==> config.mk <==
export PLATFORM = sky130hd
export DESIGN_NAME = ccff_loader_flat
export DESIGN_NICKNAME = d
export VERILOG_FILES = /design/src/rtl/ccff_loader_pkg.sv /design/src/rtl/ccff_loader_if.sv /design/src/rtl/ccff_rb_packer.sv /design/src/rtl/ccff_loader.sv /design/src/flat_wrapper.sv
export SDC_FILE = /design/constraint.sdc
export NUM_CORES = 1
export LEC_CHECK = 0
export ABC_AREA = 1
export CAP_MARGIN = 20
export CELL_PAD_IN_SITES_DETAIL_PLACEMENT = 0
export CELL_PAD_IN_SITES_GLOBAL_PLACEMENT = 2
export CORE_UTILIZATION = 29
export CTS_BUF_LIST = sky130_fd_sc_hd__clkbuf_8
export DETAILED_ROUTE_END_ITERATION = 6
export PLACE_DENSITY_LB_ADDON = 0.1
export SYNTH_ARGS = -nofsm -noshare
export SYNTH_HDL_FRONTEND = slang
export SYNTH_SLANG_ARGS = --single-unit
export TNS_END_PERCENT = 20
==> constraint.sdc <==
create_clock -name prog_clk -period 2.15 [get_ports prog_clk]
set_clock_uncertainty 0.2 [all_clocks]
set_input_delay 0.43 -clock prog_clk [delete_from_list [all_inputs] [get_ports prog_clk]]
set_output_delay 0.43 -clock prog_clk [all_outputs]
set_load 0.01 [all_outputs]
==> src/rtl/ccff_loader_pkg.sv <==
// Shared types and defaults for the configuration-chain loader.
package ccff_loader_pkg;

    typedef enum logic [1:0] {
        IDLE  = 2'd0,
        FETCH = 2'd1,
        SHIFT = 2'd2,
        DONE  = 2'd3
    } ccff_state_e;

    localparam int CCFF_WORD_W_DEF    = 8;
    localparam int CCFF_CHAIN_LEN_DEF = 18;

endpackage

==> src/rtl/ccff_loader_if.sv <==
// Bitstream handshake, chain-side serial pins and readback strobe of the loader.
interface ccff_loader_if #(
    parameter int WORD_W = ccff_loader_pkg::CCFF_WORD_W_DEF
);
    import ccff_loader_pkg::*;

    logic              start;
    logic [WORD_W-1:0] cfg_data;
    logic              cfg_valid;
    logic              cfg_ready;
    logic              ccff_head;
    logic              ccff_tail;
    logic              chain_clk_en;
    logic              busy;
    logic              done;
    logic [WORD_W-1:0] rb_data;
    logic              rb_valid;

    modport master (
        output start, cfg_data, cfg_valid, ccff_tail,
        input  cfg_ready, ccff_head, chain_clk_en, busy, done, rb_data, rb_valid
    );

    modport slave (
        input  start, cfg_data, cfg_valid, ccff_tail,
        output cfg_ready, ccff_head, chain_clk_en, busy, done, rb_data, rb_valid
    );

endinterface

==> src/rtl/ccff_rb_packer.sv <==
// Packs the bits returning from the chain tail into MSB-first words; a final
// partial word is left-aligned and zero-padded.
module ccff_rb_packer
    import ccff_loader_pkg::*;
#(
    parameter int WORD_W = CCFF_WORD_W_DEF
) (
    input  logic              clk,
    input  logic              rst,
    input  logic              clear_i,
    input  logic              cap_i,
    input  logic              last_i,
    input  logic              tail_i,
    output logic [WORD_W-1:0] rb_data_o,
    output logic              rb_valid_o
);
    localparam int BW = $clog2(WORD_W);
    localparam logic [BW-1:0] BIT_LAST = BW'(WORD_W - 1);

    logic [WORD_W-2:0] pack_q;
    logic [BW-1:0]     bit_cnt_q;
    logic [WORD_W-1:0] word;
    logic [BW-1:0]     pad;
    logic              full;

    // pad is zero for a full word, so one shift covers both emit cases
    always_comb begin
        word = {pack_q, tail_i};
        full = (bit_cnt_q == BIT_LAST);
        pad  = BIT_LAST - bit_cnt_q;
    end

    always_ff @(posedge clk or posedge rst) begin
        if (rst) begin
            pack_q     <= '0;
            bit_cnt_q  <= '0;
            rb_data_o  <= '0;
            rb_valid_o <= 1'b0;
        end else begin
            rb_valid_o <= 1'b0;
            if (clear_i) begin
                pack_q    <= '0;
                bit_cnt_q <= '0;
            end else if (cap_i) begin
                if (full || last_i) begin
                    rb_data_o  <= word << pad;
                    rb_valid_o <= 1'b1;
                    pack_q     <= '0;
                    bit_cnt_q  <= '0;
                end else begin
                    pack_q    <= word[WORD_W-2:0];
                    bit_cnt_q <= bit_cnt_q + BW'(1);
                end
            end
        end
    end

endmodule

==> src/rtl/ccff_loader.sv <==
// Serializes bitstream words MSB-first onto ccff_head with a registered ICG enable.
// Optional chain readback through ccff_tail is built when CCFF_READBACK_EN is defined.
module ccff_loader
    import ccff_loader_pkg::*;
#(
    parameter int CHAIN_LEN = CCFF_CHAIN_LEN_DEF,
    parameter int WORD_W    = CCFF_WORD_W_DEF
) (
    input  logic         prog_clk,
    input  logic         pReset,
    ccff_loader_if.slave bus
);
    localparam int CW = $clog2(CHAIN_LEN + 1);
    localparam int IW = $clog2(WORD_W);
    localparam logic [CW-1:0] CNT_LAST = CW'(CHAIN_LEN - 1);
    localparam logic [IW-1:0] IDX_LAST = IW'(WORD_W - 1);

    ccff_state_e       state_q;
    logic [CW-1:0]     cnt_q;
    logic [IW-1:0]     idx_q;
    logic [WORD_W-1:0] sreg_q;
    logic              cfg_ready_q;
    logic              head_q;
    logic              clk_en_q;
    logic              busy_q;
    logic              done_q;

    logic              start_ok;
    logic              in_shift;
    logic              last_bit;

    assign start_ok = bus.start && ((state_q == IDLE) || (state_q == DONE));
    assign in_shift = (state_q == SHIFT);
    assign last_bit = in_shift && (cnt_q == CNT_LAST);

    // sreg_q holds the bits not yet presented; head_q is the bit on the wire now
    always_ff @(posedge prog_clk or posedge pReset) begin
        if (pReset) begin
            state_q     <= IDLE;
            cnt_q       <= '0;
            idx_q       <= '0;
            sreg_q      <= '0;
            cfg_ready_q <= 1'b0;
            head_q      <= 1'b0;
            clk_en_q    <= 1'b0;
            busy_q      <= 1'b0;
            done_q      <= 1'b0;
        end else begin
            case (state_q)
                IDLE, DONE: begin
                    if (bus.start) begin
                        state_q     <= FETCH;
                        cnt_q       <= '0;
                        done_q      <= 1'b0;
                        busy_q      <= 1'b1;
                        cfg_ready_q <= 1'b1;
                    end
                end
                FETCH: begin
                    if (bus.cfg_valid && cfg_ready_q) begin
                        state_q     <= SHIFT;
                        cfg_ready_q <= 1'b0;
                        head_q      <= bus.cfg_data[WORD_W-1];
                        sreg_q      <= {bus.cfg_data[WORD_W-2:0], 1'b0};
                        clk_en_q    <= 1'b1;
                        idx_q       <= '0;
                    end
                end
                SHIFT: begin
                    cnt_q <= cnt_q + CW'(1);
                    if (cnt_q == CNT_LAST) begin
                        state_q  <= DONE;
                        done_q   <= 1'b1;
                        busy_q   <= 1'b0;
                        clk_en_q <= 1'b0;
                        head_q   <= 1'b0;
                    end else if (idx_q == IDX_LAST) begin
                        state_q     <= FETCH;
                        cfg_ready_q <= 1'b1;
                        clk_en_q    <= 1'b0;
                        head_q      <= 1'b0;
                    end else begin
                        head_q <= sreg_q[WORD_W-1];
                        sreg_q <= {sreg_q[WORD_W-2:0], 1'b0};
                        idx_q  <= idx_q + IW'(1);
                    end
                end
                default: state_q <= IDLE;
            endcase
        end
    end

    assign bus.cfg_ready    = cfg_ready_q;
    assign bus.ccff_head    = head_q;
    assign bus.chain_clk_en = clk_en_q;
    assign bus.busy         = busy_q;
    assign bus.done         = done_q;

`ifdef CCFF_READBACK_EN
    logic [WORD_W-1:0] rb_data;
    logic              rb_valid;

    ccff_rb_packer #(
        .WORD_W (WORD_W)
    ) u_rb_packer (
        .clk        (prog_clk),
        .rst        (pReset),
        .clear_i    (start_ok),
        .cap_i      (in_shift),
        .last_i     (last_bit),
        .tail_i     (bus.ccff_tail),
        .rb_data_o  (rb_data),
        .rb_valid_o (rb_valid)
    );

    assign bus.rb_data  = rb_data;
    assign bus.rb_valid = rb_valid;
`else
    logic unused_rb;
    assign unused_rb    = start_ok ^ last_bit;
    assign bus.rb_data  = '0;
    assign bus.rb_valid = 1'b0;
`endif

endmodule

==> src/flat_wrapper.sv <==
// flat-port wrapper written by rule: the top's interface ports become plain ports
module ccff_loader_flat import ccff_loader_pkg::*;
#(
    parameter int CHAIN_LEN = CCFF_CHAIN_LEN_DEF,
    parameter int WORD_W    = CCFF_WORD_W_DEF
)
  (prog_clk, pReset, bus_start, bus_cfg_data, bus_cfg_valid, bus_ccff_tail, bus_cfg_ready, bus_ccff_head, bus_chain_clk_en, bus_busy, bus_done, bus_rb_data, bus_rb_valid);
  ccff_loader_if #(.WORD_W(WORD_W)) bus_i ();
  input  logic prog_clk;
  input  logic pReset;
  input wire logic [$bits(bus_i.start)-1:0] bus_start;
  input wire logic [$bits(bus_i.cfg_data)-1:0] bus_cfg_data;
  input wire logic [$bits(bus_i.cfg_valid)-1:0] bus_cfg_valid;
  input wire logic [$bits(bus_i.ccff_tail)-1:0] bus_ccff_tail;
  output wire logic [$bits(bus_i.cfg_ready)-1:0] bus_cfg_ready;
  output wire logic [$bits(bus_i.ccff_head)-1:0] bus_ccff_head;
  output wire logic [$bits(bus_i.chain_clk_en)-1:0] bus_chain_clk_en;
  output wire logic [$bits(bus_i.busy)-1:0] bus_busy;
  output wire logic [$bits(bus_i.done)-1:0] bus_done;
  output wire logic [$bits(bus_i.rb_data)-1:0] bus_rb_data;
  output wire logic [$bits(bus_i.rb_valid)-1:0] bus_rb_valid;
  assign bus_i.start = bus_start;
  assign bus_i.cfg_data = bus_cfg_data;
  assign bus_i.cfg_valid = bus_cfg_valid;
  assign bus_i.ccff_tail = bus_ccff_tail;
  assign bus_cfg_ready = bus_i.cfg_ready;
  assign bus_ccff_head = bus_i.ccff_head;
  assign bus_chain_clk_en = bus_i.chain_clk_en;
  assign bus_busy = bus_i.busy;
  assign bus_done = bus_i.done;
  assign bus_rb_data = bus_i.rb_data;
  assign bus_rb_valid = bus_i.rb_valid;
  ccff_loader #(.CHAIN_LEN(CHAIN_LEN), .WORD_W(WORD_W)) u_core (.prog_clk(prog_clk), .pReset(pReset), .bus(bus_i));
endmodule
After elaboration in Yosys (flattened, before gate mapping)

Index checks and enable logic that the tools add are counted.

Bits of input ports: 13
Register bits after elaboration: 23

Reduce and logical (&&, ||, !) cells: 12
$add $sub $neg: 2
Eq/ne operators: 12
Muxes and demuxes: 33

Operators by type and width:

| cell                | count |
|---|---|
| $mux 8              | 3 |
| $pmux 8 s2          | 1 |
| $mux 1              | 13 |
| $ne 2x2->1 const B  | 5 |
| $pmux 5 s2          | 1 |
| $mux 3              | 3 |
| $reduce_and 3->1    | 3 |
| $mux 2              | 4 |
| $pmux 1 s2          | 4 |
| $reduce_and 4->1    | 2 |
| $pmux 2 s3          | 1 |
| $pmux 3 s2          | 1 |
| $add 5x1->5 const B | 1 |
| $eq 5x5->1 const B  | 1 |
| $mux 5              | 1 |
| $eq 2x2->1 const B  | 2 |
| $reduce_and 2->1    | 2 |
| $reduce_bool 2->1   | 2 |
| $add 3x1->3 const B | 1 |
| $eq 3x3->1 const B  | 1 |
| $ne 3x3->1 const B  | 1 |
| $pmux 1 s3          | 1 |
| $eq 2x1->1 const B  | 1 |
| $logic_not 2->1     | 1 |
| 3 further kinds     | 3 |

Depth between registers and ports, before layout

Gate-level depths: netlist of run 1.

Word-level depth: 4
Gate-level depth with buffers: 9
Gate-level depth less buffers: 9

Worst setup path before layout of run 1

Ideal clock, no wire load.

Path type: register to register
From: reg u_core.state_q[0]
To: reg u_core.sreg_q[2]
Arrival time: 1.264 ns
Cell stages (with the launch flop): 10
Clock period less this slack: 1.582 ns
Required time: 1.833 ns
Setup slack: 0.568 ns
Buffers on the path: 1
Cells stage by stage: dfrtp_1 -> inv_1 -> ha_1 -> inv_2 -> buf_6 -> nand2_1 -> nand2_1 -> nand3_2 -> nand2_1 -> nand2_1

Cells in the longest elaborated chain, start to end: 3

Ends and longest elaborated chain:

| element                                                   | line              | source |
|---|---|---|
| from (decl)                                               | ccff_loader.sv:18 | `ccff_state_e state_q;` |
| from (signal assigned)                                    | ccff_loader.sv:39 | `state_q <= IDLE;` |
| from (signal assigned)                                    | ccff_loader.sv:52 | `state_q <= FETCH;` |
| from (signal assigned)                                    | ccff_loader.sv:61 | `state_q <= SHIFT;` |
| $eq 2x2->1 or $eq 2x1->1 (tied branches)                  | -                 |  |
| $ne 2x2->1 (no source line), or another cell as far along | -                 |  |
| $reduce_and 4->1 (no source line)                         | -                 |  |
| to (signal assigned)                                      | ccff_loader.sv:64 | `sreg_q <= {bus.cfg_data[WORD_W-2:0], 1'b0};` |
| to (signal assigned)                                      | ccff_loader.sv:84 | `sreg_q <= {sreg_q[WORD_W-2:0], 1'b0};` |
| to (decl)                                                 | ccff_loader.sv:21 | `logic [WORD_W-1:0] sreg_q;` |

Parallel ways exist; a longest one is shown, timed or not.
A chain may end at the register's enable or synchronous reset.

Final worst setup path of run 1

From: reg u_core.state_q[0]
To: reg u_core.cnt_q[3]

Cells in the longest elaborated chain, start to end: 4

Ends and longest elaborated chain:

| element                                                          | line              | source |
|---|---|---|
| $eq 2x2->1 or $logic_not 2->1 (tied branches)                    | -                 |  |
| $reduce_or 2->1                                                  | ccff_loader.sv:49 | `case (state_q)` |
| $ne 2x2->1 (no source line) or $reduce_bool 2->1 (tied branches) | -                 |  |
| $reduce_and 2->1 (no source line)                                | -                 |  |
| to (signal assigned)                                             | ccff_loader.sv:70 | `cnt_q <= cnt_q + CW'(1);` |
| to (decl)                                                        | ccff_loader.sv:19 | `logic [CW-1:0] cnt_q;` |

Parallel ways exist; a longest one is shown, timed or not.

==> results by group, run 1 <==
Timing
  • Final period utilization: 89.64%
  • RSZ-0062 raised after global routing: false
  • Slew @ Worst Pin: 0.4844 ns
  • Fin Setup TNS: 0 ns
  • Fin crit period: a little under 2 ns
  • Final hold violation count: 0
  • Final setup vio count: 0
  • Max-slew violations: 0
  • Slew margin rel.: between 60% and 70%
  • Max frequency: 518.9 MHz

Floorplan
  • Die H: 69.31 microns
  • Core ar.: 0.004354 sq mm
  • Num rows: 24
  • Initial Utilization: between 30% and 40%
  • Die area: 0.004803 sq mm
  • Ports: 27
  • Horiz. Die Dim: ~69 microns

Drt
  • Detail Route Antenna Nets: 0
  • WL final: 3005 microns
  • DR WL/cell: 11.83 microns
  • Residual DRC: 0
  • Initial drt markers: 54
  • Via-to-Cell Ratio: 4.453
  • First-pass iteration count of the detailed router: 4
  • Vias: 1131

Min path
  • Hold Crit Class: reg2reg

Logic synthesis
  • Simple-gate portion of the synthesized area: 34.76%
  • Register area share after synthesis: 41.90%
  • Synth area leaders: dfrtp_1 42%, nand2_1 21%, ha_1 5.7%, inv_1 5.7%, nand4_1 5.7%
  • Post-Synth XOR/XNOR Area: 0%
  • Async SR Flop Fraction: 100.0%
  • Yosys reg bits: 22
  • Main synth FF type: dfrtp_1
  • Post-synth top cells: 74 x nand2_1, 22 x dfrtp_1, 20 x inv_1
  • Top-count cell post-synth: nand2_1
  • Number of synthesized flops with an enable pin: 0
  • Synth cell types: 18
  • Syn. warnings: 0
  • Cell Area, Synth: 0.001314 sq mm
  • Area leader, netlist: dfrtp_1
  • Complex-gate fraction of the synthesized area: 3.429%
  • Post-synthesis mux area share: 0%
  • Area share of the largest cell type after synthesis: 41.90%
  • Cells after Synth: 181
  • Average cell area after synthesis: 7.258 sq um
  • Combinational family with the most area after synthesis: simple AND/OR/NAND/NOR gates
  • Post-Synth Adder-Cell Area: about 5.7%

Power and ir drop
  • IR Drop Worst-Case VDD: 0.3477 mV
  • Leakage Power: between 0.8 and 0.9 nW
  • Pwr dens: 1203 mW/mm^2

Placement
  • Hpwl dp: 2148 microns
  • Inst Count DP: approximately 250
  • Port bufs: 16
  • Routability cong.: 0.7234

Clock tree
  • Total CTS buffers: 3
  • Clk_lat worst skew: approximately 0.26 ns
  • Clock transition at the registers of the reported paths: 0.09 ns
  • Cts hold-fix bufs: 0
  • CTS resizes: 0
  • Htree depth: 1
  • Clock buffer depth: 2
  • CTS tree: built
  • Root Buffer: clkbuf_8
  • TritonCTS Sinks: 22
  • Setup bufs post-CTS: 0

Global route
  • GRT Util Overall: 13.67%
  • Grt met3 use: ~2.3%
  • Antenna violations before repair: 0
  • First-pass GRT wire length: 5278 microns
  • M1 GR Usage: about 17%
  • Vias in the first global route: 1129
  • Largest net degree at the start of global routing: 23
  • Global-route track usage on met2: about a quarter
  • Grt ovf: 0
  • Most Used Layer, Global Route: met2

Setup path
  • Critical Path Most Common Cell: nand2_1
  • Buffers and inverters on the worst path: 2
  • Worst path arrival time: 1.88 ns
  • Path type of the worst setup path: reg2reg
  • CP max stage delay: about 0.4 ns
  • Worst path cell trace: inv_1, ha_1, inv_2, o21ai_2, nand2_1, nand2_1, nor2_1
  • CP Capture Type: flop
  • Slowest-stage cell, CP: dfrtp_1
  • Crit-path max FO: 9
  • Crit path required time: 2.10 ns
  • CP top delay family: flip-flops
  • Worst Setup Start Kind: flop

Layout
  • Final std cells w/o fill: around 250
  • Synthesis-to-finish area growth: 19.24%
  • Final nets: 223
  • Final antenna diode count: 0
  • Number of fill cells: between 400 and 500
  • Layout cells sized above 1: roughly 6.9%

Run
  • Max Cap Violations: 0

Outcome
  • Status: completed
-- worst paths after layout --
path,from,to,slack [ns],cells after the start
max,u_core.state_q[0]$_DFFE_PP0P_,u_core.cnt_q[3]$_DFFE_PP0P_,0.22,7
min,u_core.sreg_q[6]$_DFFE_PP0P_,u_core.sreg_q[6]$_DFFE_PP0P_,0.28,2
max reg2reg,u_core.state_q[0]$_DFFE_PP0P_,u_core.cnt_q[3]$_DFFE_PP0P_,0.22,7
min reg2reg,u_core.sreg_q[6]$_DFFE_PP0P_,u_core.sreg_q[6]$_DFFE_PP0P_,0.28,2
max in group asynchronous,pReset,u_core.sreg_q[4]$_DFFE_PP0P_,1.20,3
min in group asynchronous,pReset,u_core.bus.chain_clk_en$_DFFE_PP0P_,0.31,3
-- registers in the layout (all words and copies together), names as in the netlist --
signal and count:
u_core.sreg_q 7, u_core.cnt_q 5, u_core.idx_q 3, u_core.state_q 2
u_core.bus.busy 1, u_core.bus.ccff_head 1, u_core.bus.cfg_ready 1, u_core.bus.chain_clk_en 1
u_core.bus.done 1
-- per-stage QoR --
step                      setup slack (ns)  utilization [%]  hold slack, ns  power (W)  instance area (sq um)
after floorplan                     0.5685                -          0.2192   0.001362                   1344
after detailed placement            0.2496            35.03          0.2588   0.001641                   1525
after CTS                           0.2178            35.98          0.2802   0.001913                   1567
after global routing               0.08732            35.98          0.2917   0.002084                   1567
after global placement              0.2358            35.03          0.2566   0.001627                   1525
final                               0.2228            35.98          0.2754   0.001885                   1567
-- cells by family after synthesis --
| family | Yosys count |
|---|---|
| buffers and inverters | 35 |
| other | 1 |
| AO/OA/AOI/OAI | 8 |
| adder cells (fa/ha/maj) | 6 |
| AND/OR/NAND/NOR | 109 |
| flip-flops | 22 |
-- final cells by class --
class	instances	area [sq um]	area share, %
clock buffers	3	41.29	2.636
inverters	21	78.83	5.032
multi-input cells	132	610.6	38.98
flip-flops and latches	22	550.5	35.14
well taps	52	65.06	4.153
repair buffers	24	220.2	14.06
-- report_power, final --
part | internal (W) | total (W) | leakage [nW] | switching (W)
Combinational | 0.000366 | 0.000975 | 0.583 | 0.000610
Sequential | 0.000559 | 0.000647 | 0.278 | 0.0000886
Clock | 0.000125 | 0.000262 | 0.0216 | 0.000137
Total | 0.00105 | 0.00188 | 0.883 | 0.000835
-- worst register-to-register path: cells and delay by family, from the launching register on --
family | cells | cell delay (ns)
simple gates | 3 | 0.32
buf+inv | 2 | 0.18
compound gates | 1 | 0.30
fa+ha+maj | 1 | 0.40
flops | 1 | 0.40
-- layout by cell type, fill, tap and decap left out, drive strengths merged --
cell,synthesis,routed
nand2,74,74
dfrtp,22,22
inv,21,21
clkdlybuf4s50,0,16
nor2,13,13
nand4,12,12
nand3,10,10
conb,1,9
buf,13,8
ha,6,6
a21oi,4,4
clkbuf,1,3
o21ai,3,3
o22ai,1,1
-- routing by layer --
metal / vias to the layer above / share of wire [%]
met5: - / 0
met4: 0 / 0.63
met3: 2 / 2.3
met2: 12 / 49
met1: 526 / 48
li1: 591 / -
(Power assumes the default switching activity.)
==> run 2, diff against run 1 <==
- CTS_BUF_LIST: sky130_fd_sc_hd__clkbuf_8 -> sky130_fd_sc_hd__clkbuf_2
- SKIP_LAST_GASP: default -> 1
==> run 2 against run 1 <==
Compared with the run above: sequential cell count stayed put; largest cell class unchanged; global-route usage about the same; critical path type unchanged; core utilization shrank 0.60 points; highest routed layer unchanged; routed wire length down 0.83%.
==> results by group, run 2 (synthesis results as in run 1) <==
Global route
  • Vias in the first global route: 1124 (-0.44%)
  • Antenna violations before repair: 0 (unchanged)
  • First-pass GRT wire length: 5264 microns (-0.27%)
  • GRT Util Overall: 13.64% (-0.031 points)
  • Largest net degree at the start of global routing: 23 (unchanged)
  • Grt ovf: 0 (unchanged)

Layout
  • Finished Cell Area: 0.001540 sq mm (-1.7%)
  • FF+latch area: 550.5 sq um (unchanged)
  • Final nets: 223 (unchanged)
  • Number of fill cells: 480 (+0.84%)
  • Area taken by multi-input logic gates: 610.6 sq um (unchanged)
  • Layout cells sized above 1: 6.931% (unchanged)
  • Final std cells w/o fill: 254 (unchanged)
  • Synthesis-to-finish area growth: 17.24%
  • Commonest non-fill, non-tap cell in the layout: nand2_1
  • Most frequent cells in the layout: 74 x nand2_1, 22 x dfrtp_1, 20 x inv_1, 16 x clkdlybuf4s50_1, 13 x nor2_1
  • Max FFs per register: 7 (unchanged)
  • Top flop regs: u_core.sreg_q x7, u_core.cnt_q x5, u_core.idx_q x3
  • Largest register by flop count: u_core.sreg_q
  • Final antenna diode count: 0 (unchanged)

Clock tree
  • CTS resizes: 0 (unchanged)
  • Clock transition at the registers of the reported paths: 0.22 ns (+0.13 ns)
  • Cts hold-fix bufs: 0 (unchanged)
  • Setup bufs post-CTS: 0 (unchanged)
  • Htree depth: 1 (unchanged)
  • Clock buffer depth: 2 (unchanged)
  • TritonCTS Sinks: 22 (unchanged)
  • Root Buffer: clkbuf_2
  • Clk_lat worst skew: 0.33 ns (+0.07 ns)
  • Total CTS buffers: 3 (unchanged)
  • CTS tree: built

Setup path
  • Worst path cell trace: inv_1, ha_1, inv_2, o21ai_2, nand2_1, nand2_1, nor2_1
  • CP Capture Type: flop
  • CP max stage delay: 0.45 ns (+0.05 ns)
  • Crit path required time: 2.20 ns (+0.10 ns)
  • Path type of the worst setup path: reg2reg
  • Crit-path max FO: 9 (unchanged)
  • CP top delay family: flip-flops
  • Critical Path Most Common Cell: nand2_1
  • Slowest-stage cell, CP: dfrtp_1
  • Worst Setup Start Kind: flop
  • Crit path depth: 7 (unchanged)
  • R2R cell count: 7 (unchanged)
  • Worst path arrival time: 1.97 ns (+0.09 ns)
  • Buffers and inverters on the worst path: 2 (unchanged)

Power and ir drop
  • Clock power share: 9.4% (-4.5 points)
  • Final Power: 0.001788 W (-5.1%)
  • Switch Pwr: 0.0008273 W (-0.94%)
  • Leakage Power: 0.8734 nW (-1.0%)
  • Pint: 0.0009606 W (-8.5%)
  • Sw frac: 46.27% (+2.0 points)
  • Pwr dens: 1161 mW/mm^2 (-3.5%)
  • Flop pwr share: 36.1% (+1.7 points)
  • Comb power frac: 54.5% (+2.7 points)
  • IR Drop Worst-Case VDD: 0.3434 mV (-1.2%)

Timing
  • Final hold violation count: 0 (unchanged)
  • Slew margin rel.: 67.10% (-0.27 points)
  • Worst-case hold slack: 0.2048 ns (-0.07061 ns)
  • Fin Setup TNS: 0 ns (unchanged)
  • RSZ-0062 raised after global routing: false
  • Max frequency: 519.5 MHz (+0.12%)
  • Slew @ Worst Pin: 0.4884 ns (+0.003989 ns)
  • Final setup vio count: 0 (unchanged)
  • Fin crit period: 1.925 ns (-0.002270 ns)
  • Final period utilization: 89.53% (-0.11 points)
  • Max-slew violations: 0 (unchanged)

Placement
  • Port bufs: 16 (unchanged)
  • Placed instance area: 0.001525 sq mm (unchanged)
  • Inst Count DP: 251 (unchanged)
  • Hpwl dp: 2148 microns (unchanged)
  • Routability cong.: 0.7234 (unchanged)

Min path
  • Hold Crit Class: in2async

Outcome
  • Status: completed

Run
  • Max Cap Violations: 0 (unchanged)

Floorplan
  • Initial Utilization: 30.17% (unchanged)
  • Horiz. Die Dim: 69.31 microns (unchanged)
  • Core ar.: 0.004354 sq mm (unchanged)
  • Ports: 27 (unchanged)
  • Die area: 0.004803 sq mm (unchanged)
  • Num rows: 24 (unchanged)
  • Die H: 69.31 microns (unchanged)

Drt
  • Vias: 1120 (-0.97%)
  • DR WL/cell: 11.73 microns (-0.83%)
  • Via-to-Cell Ratio: 4.409 (-0.97%)
  • WL final: 2980 microns (-0.83%)
  • Residual DRC: 0 (unchanged)
  • Detail Route Antenna Nets: 0 (unchanged)
  • First-pass iteration count of the detailed router: 4 (unchanged)
  • Initial drt markers: 52 (-3.7%)
==> run 2: through the flow <==
step                      util (%)  setup slack (ns)
after detailed placement     35.03            0.2496
after global placement       35.03            0.2358
after CTS                    35.37            0.2027
after floorplan                  -            0.5685
after global routing         35.37           0.06574
final                        35.37            0.2251
==> run 2: tightest hold or removal path, delay by kind of cell <==
kind | cells | cell delay, ns
buffers and inverters | 3 | 0.73
==> run 2: per-layer routing <==
layer	routed length (microns)	track usage (%)
met1	1476	17.57
met2	1400	23.30
met3	83	1.890
met4	19	4.762
met5	0	0
==> run 2: path summary, 6_finish.rpt <==
check	startpoint	endpoint	slack, ns
min in group prog_clk	u_core.sreg_q[4]$_DFFE_PP0P_	u_core.sreg_q[4]$_DFFE_PP0P_	0.30
min	pReset	u_core.bus.ccff_head$_DFFE_PP0P_	0.20
max	u_core.state_q[0]$_DFFE_PP0P_	u_core.cnt_q[3]$_DFFE_PP0P_	0.23
max in group asynchronous	pReset	u_core.sreg_q[4]$_DFFE_PP0P_	1.31
max reg2reg	u_core.state_q[0]$_DFFE_PP0P_	u_core.cnt_q[3]$_DFFE_PP0P_	0.23
min reg2reg	u_core.sreg_q[4]$_DFFE_PP0P_	u_core.sreg_q[4]$_DFFE_PP0P_	0.30
==> run 2: cell type report <==
type,count,area share (%)
clock buffer,3,0.9748
tap,52,4.224
timing repair buffer,24,14.30
sequential,22,35.74
multi-input combinational,132,39.64
inverter,21,5.118
==> run 2: power by group through the flow <==
stage,clock (W),sequential [W],combinational (W)
2_1_floorplan,0,0.000650,0.000712
3_3_place_gp,0,0.000651,0.000976
6_report,0.000168,0.000646,0.000974
3_5_place_dp,0,0.000656,0.000985
5_1_grt,0.000200,0.000667,0.00112
4_1_cts,0.000180,0.000646,0.000990
==> run 3, diff against run 2 <==
- CAP_MARGIN: 20 -> default
==> results of run 3 <==
The final DEF is identical to that of run 2; final timing and power are the same.
